**config.mk**
```make
export PLATFORM = sky130hd
export DESIGN_NAME = fixed_divider_param
export DESIGN_NICKNAME = d
export VERILOG_FILES = /design/src/rtl/fixed_divider_param.sv
export SDC_FILE = /design/constraint.sdc
export NUM_CORES = 1
export LEC_CHECK = 0
export CAP_MARGIN = 10
export CELL_PAD_IN_SITES_DETAIL_PLACEMENT = 0
export CELL_PAD_IN_SITES_GLOBAL_PLACEMENT = 1
export CORE_MARGIN = 3
export CORE_UTILIZATION = 43
export CTS_BUF_LIST = sky130_fd_sc_hd__clkbuf_16
export CTS_CLUSTER_DIAMETER = 80
export DETAILED_ROUTE_END_ITERATION = 6
export PLACE_DENSITY_LB_ADDON = 0.1
export SYNTH_ARGS = -nofsm -noshare
export SYNTH_HDL_FRONTEND = slang
export SYNTH_SLANG_ARGS = --single-unit
```
**constraint.sdc**
```tcl
create_clock -name clk -period 5.28 [get_ports clk]
set_input_delay 1.32 -clock clk [delete_from_list [all_inputs] [get_ports clk]]
set_output_delay 1.32 -clock clk [all_outputs]
set_load 0.01 [all_outputs]
```
**src/rtl/fixed_divider_param.sv**
```systemverilog
// Parametrised multi-cycle fixed-point divider: Q = (A * 2^FRAC) / B.
// Restoring algorithm, one quotient bit per cycle, with signed/unsigned mode,
// remainder output, divide-by-zero and saturating overflow flags.
module fixed_divider_param #(
    parameter int unsigned WIDTH = 16,
    parameter int unsigned FRAC  = 4
) (
    input  logic             clk,
    input  logic             sclr,
    input  logic             start,
    input  logic             signed_mode,
    input  logic [WIDTH-1:0] a_in,
    input  logic [WIDTH-1:0] b_in,
    output logic [WIDTH-1:0] q_out,
    output logic [WIDTH-1:0] r_out,
    output logic             dvz,
    output logic             ovf,
    output logic             busy,
    output logic             valid
);

    localparam int unsigned N  = WIDTH + FRAC;
    localparam int unsigned RW = WIDTH + 1;
    localparam int unsigned CW = $clog2(N);

    // Saturation limits expressed on the full (N+1)-bit quotient magnitude
    localparam logic [N:0] MAX_U   = {{(FRAC + 1){1'b0}}, {WIDTH{1'b1}}};
    localparam logic [N:0] MAX_POS = {{(FRAC + 2){1'b0}}, {(WIDTH - 1){1'b1}}};
    localparam logic [N:0] MAX_NEG = MAX_POS + 1'b1;

    typedef enum logic [1:0] {IDLE, LOAD, ITER, DONE} state_t;

    state_t             state_q, state_d;
    logic [WIDTH-1:0]   a_q, a_d, b_q, b_d;
    logic               mode_q, mode_d;
    logic [N-1:0]       dvd_q, dvd_d;
    logic [WIDTH-1:0]   bmag_q, bmag_d;
    logic [WIDTH:0]     rem_q, rem_d;
    logic [CW-1:0]      cnt_q, cnt_d;
    logic [WIDTH-1:0]   q_q, q_d, r_q, r_d;
    logic               dvz_q, dvz_d, ovf_q, ovf_d, busy_q, busy_d, valid_q, valid_d;

    logic [WIDTH-1:0]   abs_a, abs_b;
    logic [WIDTH+1:0]   trial;
    logic               step_ge;
    logic [WIDTH:0]     rem_step;
    logic [N-1:0]       dvd_step;
    logic [N:0]         qext;
    logic               neg_res, ovf_res;
    logic [WIDTH-1:0]   q_res, r_res;

    // Operand magnitudes, one restoring step, and result formatting of that step
    always_comb begin
        abs_a    = (mode_q && a_q[WIDTH-1]) ? -a_q : a_q;
        abs_b    = (mode_q && b_q[WIDTH-1]) ? -b_q : b_q;
        trial    = {rem_q, dvd_q[N-1]};
        step_ge  = trial >= {2'b00, bmag_q};
        rem_step = step_ge ? RW'(trial - {2'b00, bmag_q}) : RW'(trial);
        dvd_step = {dvd_q[N-2:0], step_ge};
        qext     = {1'b0, dvd_step};
        neg_res  = mode_q && (a_q[WIDTH-1] ^ b_q[WIDTH-1]) && (dvd_step != '0);
        if (!mode_q) begin
            ovf_res = qext > MAX_U;
            q_res   = ovf_res ? '1 : WIDTH'(dvd_step);
            r_res   = WIDTH'(rem_step);
        end else begin
            ovf_res = neg_res ? (qext > MAX_NEG) : (qext > MAX_POS);
            if (ovf_res)
                q_res = neg_res ? {1'b1, {(WIDTH - 1){1'b0}}} : {1'b0, {(WIDTH - 1){1'b1}}};
            else
                q_res = neg_res ? WIDTH'(-dvd_step) : WIDTH'(dvd_step);
            r_res   = a_q[WIDTH-1] ? WIDTH'(-rem_step) : WIDTH'(rem_step);
        end
    end

    // Controller next-state and registered-output logic
    always_comb begin
        state_d = state_q;
        a_d     = a_q;
        b_d     = b_q;
        mode_d  = mode_q;
        dvd_d   = dvd_q;
        bmag_d  = bmag_q;
        rem_d   = rem_q;
        cnt_d   = cnt_q;
        q_d     = q_q;
        r_d     = r_q;
        dvz_d   = dvz_q;
        ovf_d   = ovf_q;
        busy_d  = busy_q;
        valid_d = 1'b0;
        case (state_q)
            IDLE, DONE: begin
                state_d = IDLE;
                if (start) begin
                    a_d     = a_in;
                    b_d     = b_in;
                    mode_d  = signed_mode;
                    dvz_d   = 1'b0;
                    ovf_d   = 1'b0;
                    state_d = LOAD;
                end
            end
            LOAD: begin
                if (abs_b == '0) begin
                    q_d     = '0;
                    r_d     = '0;
                    dvz_d   = 1'b1;
                    ovf_d   = 1'b0;
                    valid_d = 1'b1;
                    state_d = DONE;
                end else begin
                    dvd_d   = N'(abs_a) << FRAC;
                    bmag_d  = abs_b;
                    rem_d   = '0;
                    cnt_d   = '0;
                    busy_d  = 1'b1;
                    state_d = ITER;
                end
            end
            ITER: begin
                dvd_d = dvd_step;
                rem_d = rem_step;
                cnt_d = cnt_q + CW'(1);
                // Final step: results are formatted straight from this step's outputs
                if (cnt_q == CW'(N - 1)) begin
                    q_d     = q_res;
                    r_d     = r_res;
                    ovf_d   = ovf_res;
                    busy_d  = 1'b0;
                    valid_d = 1'b1;
                    state_d = DONE;
                end
            end
            default: state_d = IDLE;
        endcase
    end

    // State and output registers with synchronous clear
    always_ff @(posedge clk) begin
        if (sclr) begin
            state_q <= IDLE;
            a_q     <= '0;
            b_q     <= '0;
            mode_q  <= 1'b0;
            dvd_q   <= '0;
            bmag_q  <= '0;
            rem_q   <= '0;
            cnt_q   <= '0;
            q_q     <= '0;
            r_q     <= '0;
            dvz_q   <= 1'b0;
            ovf_q   <= 1'b0;
            busy_q  <= 1'b0;
            valid_q <= 1'b0;
        end else begin
            state_q <= state_d;
            a_q     <= a_d;
            b_q     <= b_d;
            mode_q  <= mode_d;
            dvd_q   <= dvd_d;
            bmag_q  <= bmag_d;
            rem_q   <= rem_d;
            cnt_q   <= cnt_d;
            q_q     <= q_d;
            r_q     <= r_d;
            dvz_q   <= dvz_d;
            ovf_q   <= ovf_d;
            busy_q  <= busy_d;
            valid_q <= valid_d;
        end
    end

    assign q_out = q_q;
    assign r_out = r_q;
    assign dvz   = dvz_q;
    assign ovf   = ovf_q;
    assign busy  = busy_q;
    assign valid = valid_q;

endmodule

```
==> summary.md <==
| Metric | Value |
|---|---|
| Hold buffer count at CTS | 0 |
| Critical R2R Capture | q_out[9] |
| Register area | around 0.0026 sq mm |
| Mean number of vias per cell | roughly 5.7 |
| Final hold violation count | 0 |
| Time the final worst path needs with I/O delays and setup | about 4.8 ns |
| Final max-slew violation count | 0 |
| Clock-pin slew on the worst setup and hold paths | around 0.06 ns |
| Critical path's top delay family | compound AO/OA/AOI/OAI gates |
| Element type at the critical path end | flop |
| CP Data Required Time | 5.65 ns |
| Headroom to the max-slew limit | 0.238 |
| Length in cells of the worst reg-to-reg path | 19 |
| Final setup violating endpoints | 0 |
| Number of flops mapped to enable cells by yosys | 0 |
| Chip width | approximately 140 um |
| Total of max-cap violations | 0 |
| Cell types with the highest counts after synthesis | 134 x nand2_1, 129 x dfxtp_1, 105 x a21oi_1, 99 x nor2_1, 47 x clkbuf_1 |
| Die Area | ~0.020 sq mm |
| Remaining antenna violation count after routing | 0 |
| Multi-input gate area | between 0.004 and 0.005 sq mm |
| Beginning of the worst register-to-register path | dvd_q[19] |
| Clock skew | roughly 0.0096 ns |
| Number of global-route vias before repair | between 6000 and 7000 |
| Num CTS Buffers | 17 |
| Final RePlAce weighted congestion | around 0.92 |
| Wirelength, routed | between 20 and 25 mm |
| Total global-route track usage | 0.220 |
| Post-cts gate resize count | 0 |
| Crit path kind | reg2reg |
| Post-CTS setup repair buffer count | 0 |
| #FFs+latches synth | ~130 |
| DR DRC count | 0 |
| Layout filler cell count | between 1500 and 2000 |
| CP Capture Point | q_out[9] |
| Layout area overhead | 18.2% |
| Class of the most critical hold timing path | reg2reg |
| DR pass1 iterations | 6 |
| Count of distinct cell types in the synthesized netlist | 76 |
| Yosys Warn Count | 0 |
| Buffer cell driving the clock tree root | clkbuf_16 |
| Mean cell area of the mapped netlist | a little under 8 sq um |
| Worst endpoint data arrival time | 5.16 ns |
| GRT overflow | 0 |
| Post-Syn Instances | between 1000 and 1500 |
| CTS tree | yes |
| Worst path cell trace | inv_1 > ha_1 > inv_1 > fa_1 > a21o_1 > a221o_1 > a22o_1 > or3_1 > inv_2 > ha_1 > nor2b_1 > and4_1 > nand3_1 > o21a_1 > and3_1 > a311oi_1 > a21oi_1 > o21ai_0 > a32o_1 |
| Setup repair after global routing missed its margin | false |
| Detailed-route wire length per cell | between 15 and 20 um |
| Type of element launching the critical path | flop |
| Run status | finished, final reports clean |
| Antenna Diode Count | 0 |
| Number of port buffers | between 70 and 80 |
| FP Rows | 48 |
| Die H | between 100 and 150 um |
| Number of DRC markers in iteration 0 | about 530 |
| Slowest stage cell, crit path | fa_1 |
| Initial core utilization | 0.444 |
| Worst path max stage delay | approximately 0.4 ns |
| Dominant synthesized flop cell | dfxtp_1 |
| First-pass GRT wire length | around 35 mm |
| Detailed placement HPWL | about 16 mm |
| Maximum number of buffers from clock root to sink | 2 |
| Beginning of the critical path | dvd_q[19] |
| Worst skew pair latency | around 0.43 ns |
| Fmax | ~0.21 GHz |
| Final net count | 1100 |
| Most used standard cell by instance count after synthesis | nand2_1 |
| R2R Setup Slk | a little under 0.5 ns |
| Crit path max fanout | 14 |
| H-tree levels | 4 |
| Final worst path period share | 0.907 |
| Number of antenna violations at the first check in global routing | 0 |
| Count of vias placed by the detailed router | about 7200 |
| Async set-reset flop share out of synthesis | 0 |
| Pin count of the biggest net entering global routing | just over 60 |
| Fraction of synthesized cell area taken by the top area cell type | 0.334 |
| Boundary Pins | 72 |
| Post-Syn Nets | ~1100 |
| Share of layout cells above drive strength 1 | 0.0656 |
| Buffer and inverter count on the worst path | 3 |
| Post-Synthesis Cell Area | slightly below 0.008 sq mm |
| Least-Margin Pin Slew | between 1 and 1.5 ns |
| Setup TNS | 0 ns |
| Number of clock sinks | around 130 |
| Core footprint | between 0.015 and 0.02 sq mm |
| Number of cells on the critical path | 19 |
| Biggest area consumer among synthesized cells | dfxtp_1 |
| Proportion of synthesized chip area in sequential cells | 0.334 |
| Main area contributors after synthesis | dfxtp_1 33%, a21oi_1 6.8%, nand2_1 6.5%, nor2_1 4.8%, ha_1 3.9% |
## worst min-delay path by stage
stage | from | slack, ns | cells after the start | endpoint
floorplan | bmag_q[15] | 0.43 | 2 | bmag_q[15]
global placement | q_out[4] | 0.43 | 2 | q_out[4]
detailed placement | q_out[4] | 0.43 | 2 | q_out[4]
CTS | q_out[4] | 0.44 | 2 | q_out[4]
global route | q_out[4] | 0.45 | 2 | q_out[4]
finish | q_out[4] | 0.44 | 2 | q_out[4]
## metal layers
layer	track usage	up-vias	routed length, um
met4	0.0546	0	215
met2	0.344	171	9640
met5	0	-	0
met3	0.0406	18	962
met1	0.315	3383	10800
li1	-	3677	-
## cells in the final DEF (no fill, tap or decap), types with 5 or more instances in the layout
cell type	synthesis	layout
nand2_1	134	134
dfxtp_1	129	129
a21oi_1	105	105
nor2_1	99	99
clkdlybuf4s50_1	0	70
o21ai_0	42	42
inv_1	38	38
xnor2_1	31	31
nor3_1	29	29
a22oi_1	29	29
a211oi_1	28	28
ha_1	24	24
xor2_1	21	21
clkbuf_16	0	17
nand3_1	15	15
nor4_1	13	13
mux2i_1	12	12
nand2b_1	12	12
buf_4	0	12
or3_1	11	11
nand4_1	9	9
a22o_1	9	9
o211ai_1	8	8
or2_2	8	8
a31oi_1	8	8
and2_1	8	8
nor2b_1	7	7
o31ai_1	7	7
o21a_1	7	7
and3_1	6	6
a2bb2oi_1	6	6
mux2_2	5	5
a32o_1	5	5
inv_6	0	5
## tightest hold or removal path: stages, from the launching register on
cell     delay, ns
dfxtp_1       0.31
nand2_1       0.05
nand2_1       0.04
## sequential cells by signal, indices dropped and copies added (netlist names), 2 cells and up
signal / cells
state_q: 2
bmag_q: 16
a_q: 16
b_q: 16
r_out: 16
rem_q: 17
cnt_q: 5
dvd_q: 20
q_out: 16
## layout make-up
type,instances,area share
clock buffer,17,0.0466
clock inverter,15,0.0199
multi-input combinational,770,0.517
inverter,39,0.0160
tap,225,0.0308
timing repair buffer,82,0.0866
sequential,129,0.283
## kinds of logic (layout without fill, tap and decap cells)
family	count (synthesis)	count (layout)	synth area share
compound gates	307	307	0.265
xor+xnor	52	52	0.0589
fa+ha+maj	25	25	0.0415
buf+inv	106	153	0.0551
flops	129	129	0.334
mux	17	17	0.0228
simple gates	369	369	0.222
## per-stage QoR
step	area, sq um	cells	setup WS [ns]	hold slack, ns	util
3_5_place_dp	8530	1245	0.596	0.430	0.490
5_1_grt	9130	1277	0.212	0.452	0.524
6_report	9130	1277	0.489	0.436	0.524
3_3_place_gp	8530	1245	0.672	0.425	0.490
2_1_floorplan	7730	1005	0.893	0.432	-
4_1_cts	9130	1277	0.554	0.438	0.524
Power is left out: the tool's default activity adds up to more than one toggle a clock period on the data nets, which glitch-free logic cannot reach.
